$ cat src/rtl/branch_predictor_if.sv
// Lookup, resolve/update and statistics bundle between the MIPS pipeline and
// the branch predictor. The pipeline side uses master; the predictor uses slave.
interface branch_predictor_if;
  logic [31:0] pc;
  logic        btb_hit;
  logic        predict_taken;
  logic [31:0] pred_next_pc;

  logic        update_valid;
  logic [31:0] update_pc;
  logic        update_taken;
  logic [31:0] update_target;
  logic        update_pred_taken;
  logic [31:0] update_pred_target;
  logic        mispredict;
  logic [31:0] correct_pc;

  logic        flush_tbl;
  logic [31:0] branch_count;
  logic [31:0] mispredict_count;

  modport master (
    output pc, update_valid, update_pc, update_taken, update_target,
           update_pred_taken, update_pred_target, flush_tbl,
    input  btb_hit, predict_taken, pred_next_pc, mispredict, correct_pc,
           branch_count, mispredict_count
  );

  modport slave (
    input  pc, update_valid, update_pc, update_taken, update_target,
           update_pred_taken, update_pred_target, flush_tbl,
    output btb_hit, predict_taken, pred_next_pc, mispredict, correct_pc,
           branch_count, mispredict_count
  );
endinterface

$ cat src/rtl/branch_predictor.sv
// Direct-mapped BTB with 2-bit saturating direction counters and mispredict stats.
// Define BRANCH_PREDICTOR_GSHARE_EN to move the counters into a GHR-indexed PHT.
module branch_predictor #(
  parameter int         ENTRIES      = 16,
  parameter logic [1:0] COUNTER_INIT = 2'b01,
  parameter int         GHR_W        = 4
) (
  input logic               CLK,
  input logic               nRST,
  branch_predictor_if.slave bp
);

  localparam int IDX_W = $clog2(ENTRIES);
  localparam int TAG_W = 30 - IDX_W;

  typedef logic [IDX_W-1:0] idx_t;
  typedef logic [TAG_W-1:0] tag_t;

  function automatic logic [1:0] ctr_step(input logic [1:0] ctr, input logic up);
    logic [1:0] result;
    result = ctr;
    if (up && ctr != 2'b11) begin
      result = ctr + 2'b01;
    end else if (!up && ctr != 2'b00) begin
      result = ctr - 2'b01;
    end
    return result;
  endfunction

  logic        valid_q  [ENTRIES];
  logic        valid_d  [ENTRIES];
  tag_t        tag_q    [ENTRIES];
  tag_t        tag_d    [ENTRIES];
  logic [31:0] target_q [ENTRIES];
  logic [31:0] target_d [ENTRIES];

  logic [31:0] branch_count_q;
  logic [31:0] branch_count_d;
  logic [31:0] mispredict_count_q;
  logic [31:0] mispredict_count_d;

  idx_t l_idx;
  tag_t l_tag;
  idx_t u_idx;
  tag_t u_tag;
  logic l_hit;
  logic l_dir;
  logic predict_taken;
  logic mispredict;

  always_comb begin
    l_idx = bp.pc[IDX_W+1:2];
    l_tag = bp.pc[31:IDX_W+2];
    u_idx = bp.update_pc[IDX_W+1:2];
    u_tag = bp.update_pc[31:IDX_W+2];
    l_hit = valid_q[l_idx] && (tag_q[l_idx] == l_tag);
  end

`ifdef BRANCH_PREDICTOR_GSHARE_EN
  logic [1:0]       pht_q [ENTRIES];
  logic [1:0]       pht_d [ENTRIES];
  logic [GHR_W-1:0] ghr_q;
  logic [GHR_W-1:0] ghr_d;
  idx_t             ghr_ext;
  idx_t             u_pidx;
  logic             unused_bits;

  assign ghr_ext     = idx_t'(ghr_q);
  assign u_pidx      = u_idx ^ ghr_ext;
  assign l_dir       = pht_q[l_idx ^ ghr_ext][1];
  assign unused_bits = ^{bp.pc[1:0], bp.update_pc[1:0]};

  // Every resolved branch trains the PHT and shifts committed history, hit or not.
  always_comb begin
    pht_d = pht_q;
    ghr_d = ghr_q;
    if (bp.flush_tbl) begin
      for (int i = 0; i < ENTRIES; i++) begin
        pht_d[i] = COUNTER_INIT;
      end
      ghr_d = '0;
    end else if (bp.update_valid) begin
      pht_d[u_pidx] = ctr_step(pht_q[u_pidx], bp.update_taken);
      ghr_d         = GHR_W'({ghr_q, bp.update_taken});
    end
  end

  always_ff @(posedge CLK or negedge nRST) begin
    if (!nRST) begin
      for (int i = 0; i < ENTRIES; i++) begin
        pht_q[i] <= COUNTER_INIT;
      end
      ghr_q <= '0;
    end else begin
      pht_q <= pht_d;
      ghr_q <= ghr_d;
    end
  end
`else
  logic [1:0] ctr_q [ENTRIES];
  logic [1:0] ctr_d [ENTRIES];
  logic       u_hit;
  logic       unused_bits;

  assign u_hit       = valid_q[u_idx] && (tag_q[u_idx] == u_tag);
  assign l_dir       = ctr_q[l_idx][1];
  assign unused_bits = ^{bp.pc[1:0], bp.update_pc[1:0], GHR_W[0]};

  // Freshly allocated entries start weakly taken, since they were just taken.
  always_comb begin
    ctr_d = ctr_q;
    if (bp.flush_tbl) begin
      for (int i = 0; i < ENTRIES; i++) begin
        ctr_d[i] = COUNTER_INIT;
      end
    end else if (bp.update_valid) begin
      if (u_hit) begin
        ctr_d[u_idx] = ctr_step(ctr_q[u_idx], bp.update_taken);
      end else if (bp.update_taken) begin
        ctr_d[u_idx] = 2'b10;
      end
    end
  end

  always_ff @(posedge CLK or negedge nRST) begin
    if (!nRST) begin
      for (int i = 0; i < ENTRIES; i++) begin
        ctr_q[i] <= COUNTER_INIT;
      end
    end else begin
      ctr_q <= ctr_d;
    end
  end
`endif

  assign predict_taken    = l_hit && l_dir;
  assign bp.btb_hit       = l_hit;
  assign bp.predict_taken = predict_taken;
  assign bp.pred_next_pc  = predict_taken ? target_q[l_idx] : bp.pc + 32'd4;

  always_comb begin
    mispredict = bp.update_valid &&
                 ((bp.update_taken != bp.update_pred_taken) ||
                  (bp.update_taken && (bp.update_target != bp.update_pred_target)));
  end

  assign bp.mispredict       = mispredict;
  assign bp.correct_pc       = bp.update_taken ? bp.update_target : bp.update_pc + 32'd4;
  assign bp.branch_count     = branch_count_q;
  assign bp.mispredict_count = mispredict_count_q;

  // A taken branch either retargets its hit entry or claims the slot; both write
  // the same fields, and a taken miss evicts any aliasing branch.
  always_comb begin
    valid_d  = valid_q;
    tag_d    = tag_q;
    target_d = target_q;
    if (bp.flush_tbl) begin
      for (int i = 0; i < ENTRIES; i++) begin
        valid_d[i] = 1'b0;
      end
    end else if (bp.update_valid && bp.update_taken) begin
      valid_d[u_idx]  = 1'b1;
      tag_d[u_idx]    = u_tag;
      target_d[u_idx] = bp.update_target;
    end
  end

  always_comb begin
    branch_count_d     = branch_count_q + {31'd0, bp.update_valid};
    mispredict_count_d = mispredict_count_q + {31'd0, mispredict};
  end

  always_ff @(posedge CLK or negedge nRST) begin
    if (!nRST) begin
      for (int i = 0; i < ENTRIES; i++) begin
        valid_q[i]  <= 1'b0;
        tag_q[i]    <= '0;
        target_q[i] <= '0;
      end
      branch_count_q     <= '0;
      mispredict_count_q <= '0;
    end else begin
      valid_q            <= valid_d;
      tag_q              <= tag_d;
      target_q           <= target_d;
      branch_count_q     <= branch_count_d;
      mispredict_count_q <= mispredict_count_d;
    end
  end

endmodule

$ cat src/flat_wrapper.sv
// flat-port wrapper written by rule: the top's interface ports become plain ports
module branch_predictor_flat 
#(
  parameter int         ENTRIES      = 16,
  parameter logic [1:0] COUNTER_INIT = 2'b01,
  parameter int         GHR_W        = 4
)
  (CLK, nRST, bp_pc, bp_update_valid, bp_update_pc, bp_update_taken, bp_update_target, bp_update_pred_taken, bp_update_pred_target, bp_flush_tbl, bp_btb_hit, bp_predict_taken, bp_pred_next_pc, bp_mispredict, bp_correct_pc, bp_branch_count, bp_mispredict_count);
  branch_predictor_if bp_i ();
  input logic CLK;
  input logic nRST;
  input wire logic [$bits(bp_i.pc)-1:0] bp_pc;
  input wire logic [$bits(bp_i.update_valid)-1:0] bp_update_valid;
  input wire logic [$bits(bp_i.update_pc)-1:0] bp_update_pc;
  input wire logic [$bits(bp_i.update_taken)-1:0] bp_update_taken;
  input wire logic [$bits(bp_i.update_target)-1:0] bp_update_target;
  input wire logic [$bits(bp_i.update_pred_taken)-1:0] bp_update_pred_taken;
  input wire logic [$bits(bp_i.update_pred_target)-1:0] bp_update_pred_target;
  input wire logic [$bits(bp_i.flush_tbl)-1:0] bp_flush_tbl;
  output wire logic [$bits(bp_i.btb_hit)-1:0] bp_btb_hit;
  output wire logic [$bits(bp_i.predict_taken)-1:0] bp_predict_taken;
  output wire logic [$bits(bp_i.pred_next_pc)-1:0] bp_pred_next_pc;
  output wire logic [$bits(bp_i.mispredict)-1:0] bp_mispredict;
  output wire logic [$bits(bp_i.correct_pc)-1:0] bp_correct_pc;
  output wire logic [$bits(bp_i.branch_count)-1:0] bp_branch_count;
  output wire logic [$bits(bp_i.mispredict_count)-1:0] bp_mispredict_count;
  assign bp_i.pc = bp_pc;
  assign bp_i.update_valid = bp_update_valid;
  assign bp_i.update_pc = bp_update_pc;
  assign bp_i.update_taken = bp_update_taken;
  assign bp_i.update_target = bp_update_target;
  assign bp_i.update_pred_taken = bp_update_pred_taken;
  assign bp_i.update_pred_target = bp_update_pred_target;
  assign bp_i.flush_tbl = bp_flush_tbl;
  assign bp_btb_hit = bp_i.btb_hit;
  assign bp_predict_taken = bp_i.predict_taken;
  assign bp_pred_next_pc = bp_i.pred_next_pc;
  assign bp_mispredict = bp_i.mispredict;
  assign bp_correct_pc = bp_i.correct_pc;
  assign bp_branch_count = bp_i.branch_count;
  assign bp_mispredict_count = bp_i.mispredict_count;
  branch_predictor #(.ENTRIES(ENTRIES), .COUNTER_INIT(COUNTER_INIT), .GHR_W(GHR_W)) u_core (.CLK(CLK), .nRST(nRST), .bp(bp_i));
endmodule
$ cat config.mk
export PLATFORM = sky130hd
export DESIGN_NAME = branch_predictor_flat
export DESIGN_NICKNAME = d
export VERILOG_FILES = /design/src/rtl/branch_predictor_if.sv /design/src/rtl/branch_predictor.sv /design/src/flat_wrapper.sv
export SDC_FILE = /design/constraint.sdc
export NUM_CORES = 2
export LEC_CHECK = 0
export BUFFER_PORTS_ARGS = -buffer_cell sky130_fd_sc_hd__buf_2
export CAP_MARGIN = 20
export CORE_UTILIZATION = 60
export DETAILED_ROUTE_END_ITERATION = 8
export PLACE_DENSITY = 0.79
export SYNTH_ARGS = -nofsm -noshare
export SYNTH_HDL_FRONTEND = slang
export SYNTH_SLANG_ARGS = --single-unit
$ cat constraint.sdc
create_clock -name CLK -period 6.7 [get_ports CLK]
set_input_delay 1.34 -clock CLK [delete_from_list [all_inputs] [get_ports CLK]]
set_output_delay 1.34 -clock CLK [all_outputs]
set_load 0.02 [all_outputs]
==> flow_metrics.py <==
metrics = {
    "outcome": {
        "outcome": "complete, no violations",
    },
    "job": {
        "cap_violations": 0,
    },
    "drt": {
        "first_iter_violations": 3888,
        "drc": 0,
        "first_pass_iters": 6,
        "num_vias": 35400,
        "routed_wl_mm": 156,
        "ant_nets": 0,
        "via_per_inst": 6.83,
        "wl_per_cell_um": 30.0,
    },
    "sta": {
        "fin_crit_sh_pct": 94.2,
        "rsz0062_at_grt": "no",
        "max_freq_mhz": 158,
        "fin_crit_ps": 6310,
        "final-hold-violation-count": 0,
        "setup_tns_ps": 0,
        "final_max_slew_viol_count": 0,
        "worst_slew_pin_slew_ps": 1040,
        "worst_clock_skew_ps": 41.2,
        "setup_viol": 0,
        "hold_ws_ps": 466,
        "max_slew_margin_pct": 30.4,
    },
    "setup_path": {
        "reg2reg_from": "u_core.tag_q[106]$_DFFE_PN0P_",
        "cp_max_fo": 33,
        "cp.arrival_ps": 4970,
        "critical_path_class": "primary input to output pin",
        "worstReg2RegEnd": "u_core.ctr_q[11]$_DFFE_PN0P_",
        "r2r_cells": 10,
        "rrSetupSlack_ps": 2860,
        "startpoint": "bp_pc[2]",
        "crit_required_ps": 5360,
        "worstSetupEndpointType": "output pin",
        "setup.worst_path.start_class": "primary input",
        "setup.worst_path.end": "bp_pred_next_pc[14]",
    },
    "cts": {
        "cts-buffers-inserted": 108,
        "cts_tree": "built",
        "cts_buffer_depth": 3,
        "clk_pin_slew_ps": 60,
        "h-tree-depth": 3,
        "post-cts-setup-buffers": 0,
        "clock-root-buffer": "clkbuf_16",
        "cts_sinks": 1040,
        "insertion_delay_ps": 710,
        "cts.repair.resized": 0,
        "cts_hold_repair.buffers": 0,
    },
    "floorplanning": {
        "core_area_um2": 88200,
        "rows": 109,
        "die_width_um": 300,
        "die_height_um": 300,
        "ios": 265,
        "die-area_um2": 90100,
        "start_util_pct": 60.5,
    },
    "synthesis": {
        "synth_top_area_share_pct": 48.0,
        "syn_area_um2": 53400,
        "syn_nets": 3955,
        "avgSynthCellArea_um2": 14.0,
        "synthCells": 3810,
        "ys_top_cells_by_area": "dfrtp_1 (48%), mux2_2 (19%), mux4_2 (16%)",
        "async_reset_ff_share_pct": 100,
        "synth_edf_count": 0,
        "ys_seq_elements": 1040,
        "yosysTopAreaCell": "dfrtp_1",
        "synth_warnings": 0,
        "ys.flop_type": "dfrtp_1",
        "synth_cell_types": 56,
        "synth_seq_area_share_pct": 48.8,
    },
    "worst_hold_path": {
        "hp-class": "register to register",
    },
    "finish": {
        "fin_nets": 4075,
        "nFillCells": 6014,
        "seqCellArea_um2": 26000,
        "multi_input_area_um2": 25700,
        "layout-drive-gt1-share_pct": 46.6,
        "area_growth_pct": 12.1,
    },
    "power": {
        "power_frac_clock_pct": 38.7,
        "seq_power_share_pct": 45.5,
        "p_leak_nw": 27.3,
        "netSwitchingFraction_pct": 26.7,
        "p_int_mw": 12.2,
        "combPwrFrac_pct": 15.9,
        "powerDensity_nw_per_um2": 279,
        "irDropWorstVdd_uv": 382,
        "p_switching_mw": 4.47,
    },
    "place": {
        "io_buffers": 264,
        "gp_congestion": 0.931,
        "dp_hpwl_mm": 99.3,
    },
    "global_routing": {
        "grt_pass1_vias": 36100,
        "antenna_found_initial": 15,
        "grt.overflow.total": 0,
        "grt_pass1_wl_mm": 236,
        "grt_max_degree": 182,
        "grt_usage_pct": 35.4,
    },
}
==> worst min path at each step <==
stage | from | to | slack [ps] | cells after the start
final | u_core.bp.mispredict_count[31]$_DFF_PN0_ | u_core.bp.mispredict_count[31]$_DFF_PN0_ | 470 | 1
after global routing | u_core.bp.mispredict_count[31]$_DFF_PN0_ | u_core.bp.mispredict_count[31]$_DFF_PN0_ | 500 | 1
after CTS | u_core.bp.mispredict_count[31]$_DFF_PN0_ | u_core.bp.mispredict_count[31]$_DFF_PN0_ | 470 | 1
after detailed placement | u_core.bp.mispredict_count[31]$_DFF_PN0_ | u_core.bp.mispredict_count[31]$_DFF_PN0_ | 460 | 1
after global placement | u_core.bp.mispredict_count[31]$_DFF_PN0_ | u_core.bp.mispredict_count[31]$_DFF_PN0_ | 460 | 1
after floorplan | u_core.tag_q[237]$_DFFE_PN0P_ | u_core.tag_q[237]$_DFFE_PN0P_ | 460 | 2
==> cell usage after synthesis, types with 13 or more instances <==
cell	number
buf_2	27
mux2i_1	103
mux2_2	888
a22o_1	17
o21ai_0	138
nand4_1	30
dfstp_2	16
nand2_1	197
nor2b_1	21
a22oi_1	13
buf_4	17
dfrtp_1	1024
nand3_1	58
inv_1	43
buf_1	74
mux4_2	372
xnor2_1	110
clkbuf_1	242
o32ai_1	13
nor2_1	67
nor3_1	26
a21oi_1	38
a211oi_1	23
and3_1	30
xor2_1	94
==> critical path, cell delays in order <==
cell and delay (ps):
buf_8 240, buf_12 260, buf_12 190, mux4_2 510, mux2i_1 190, xor2_1 260
nand4_1 120, a2111oi_0 410, nand3_1 210, nor4b_4 310, buf_12 310, mux2_2 390
buf_2 160
==> registers in the layout, summed over array words and instances (netlist names) <==
name,flops
u_core.tag_q,416
u_core.ctr_q,32
u_core.bp.mispredict_count,32
u_core.target_q,512
u_core.bp.branch_count,32
u_core.valid_q,16
==> stage by stage <==
stage          power [mW]  util [%]  cells  worst slack (ps)  area (um2)
2_1_floorplan        9.36         -   3810               753       53400
3_3_place_gp         10.2      63.5   4985               449       56000
3_5_place_dp         10.3      63.5   4985               421       56000
4_1_cts              16.7      67.8   5188               406       59800
5_1_grt              17.2      67.8   5190               132       59800
6_report             16.7      67.8   5192               386       59800
==> layout make-up <==
type                       instances  area share [%]
antenna                            4          0.0167
clock buffer                     148            5.07
clock inverter                    55            1.32
inverter                          46           0.289
multi-input combinational       2356            43.0
sequential                      1040            43.5
tap                             1165            2.44
timing repair buffer             378            4.31
==> cells by family after synthesis <==
kind of cell,share of synthesized area [%]
buffers and inverters,3.21
flip-flops,48.8
multiplexers,36.4
AND/OR/NAND/NOR,4.06
XOR/XNOR,3.35
adder cells (fa/ha/maj),0.258
AO/OA/AOI/OAI,3.90
==> layout by cell type, fill, tap and decap left out, drive strengths merged, types with 6 or more instances in the layout <==
master,netlist,final
clkinv,1,27
a22o,17,17
a311oi,12,12
dfrtp,1024,1024
xnor2,110,110
inv,45,51
o22ai,14,14
mux4,372,372
bufinv,0,15
nor2,67,67
nand4,30,30
a21o,8,8
clkbuf,242,148
a22oi,13,13
mux2,890,890
nor3,26,26
and2,10,10
o221ai,6,6
a221oi,11,11
and3,30,30
o21ai,139,139
nor4,11,11
dfstp,16,16
a211oi,23,23
ha,11,11
xor2,94,94
mux2i,103,103
nor2b,21,21
clkinvlp,0,8
o211ai,6,6
nand2,197,197
a21oi,38,38
o32ai,13,13
buf,126,378
nand3,58,58
==> power by group through the flow <==
stage	combinational, mW	clock (mW)	sequential [mW]
6_report	2.65	6.46	7.60
5_1_grt	2.82	6.73	7.68
4_1_cts	2.64	6.49	7.57
3_5_place_dp	2.62	0	7.67
3_3_place_gp	2.55	0	7.63
2_1_floorplan	1.82	0	7.54
==> routing by layer <==
layer | vias to the layer above | wire [um] | track usage (%)
li1 | 14400 | - | -
met1 | 18800 | 61500 | 49.1
met2 | 1862 | 72600 | 53.8
met3 | 413 | 15200 | 8.91
met4 | 18 | 6560 | 14.3
met5 | - | 114 | 0
Note: power is estimated with default switching activity, not from simulation.
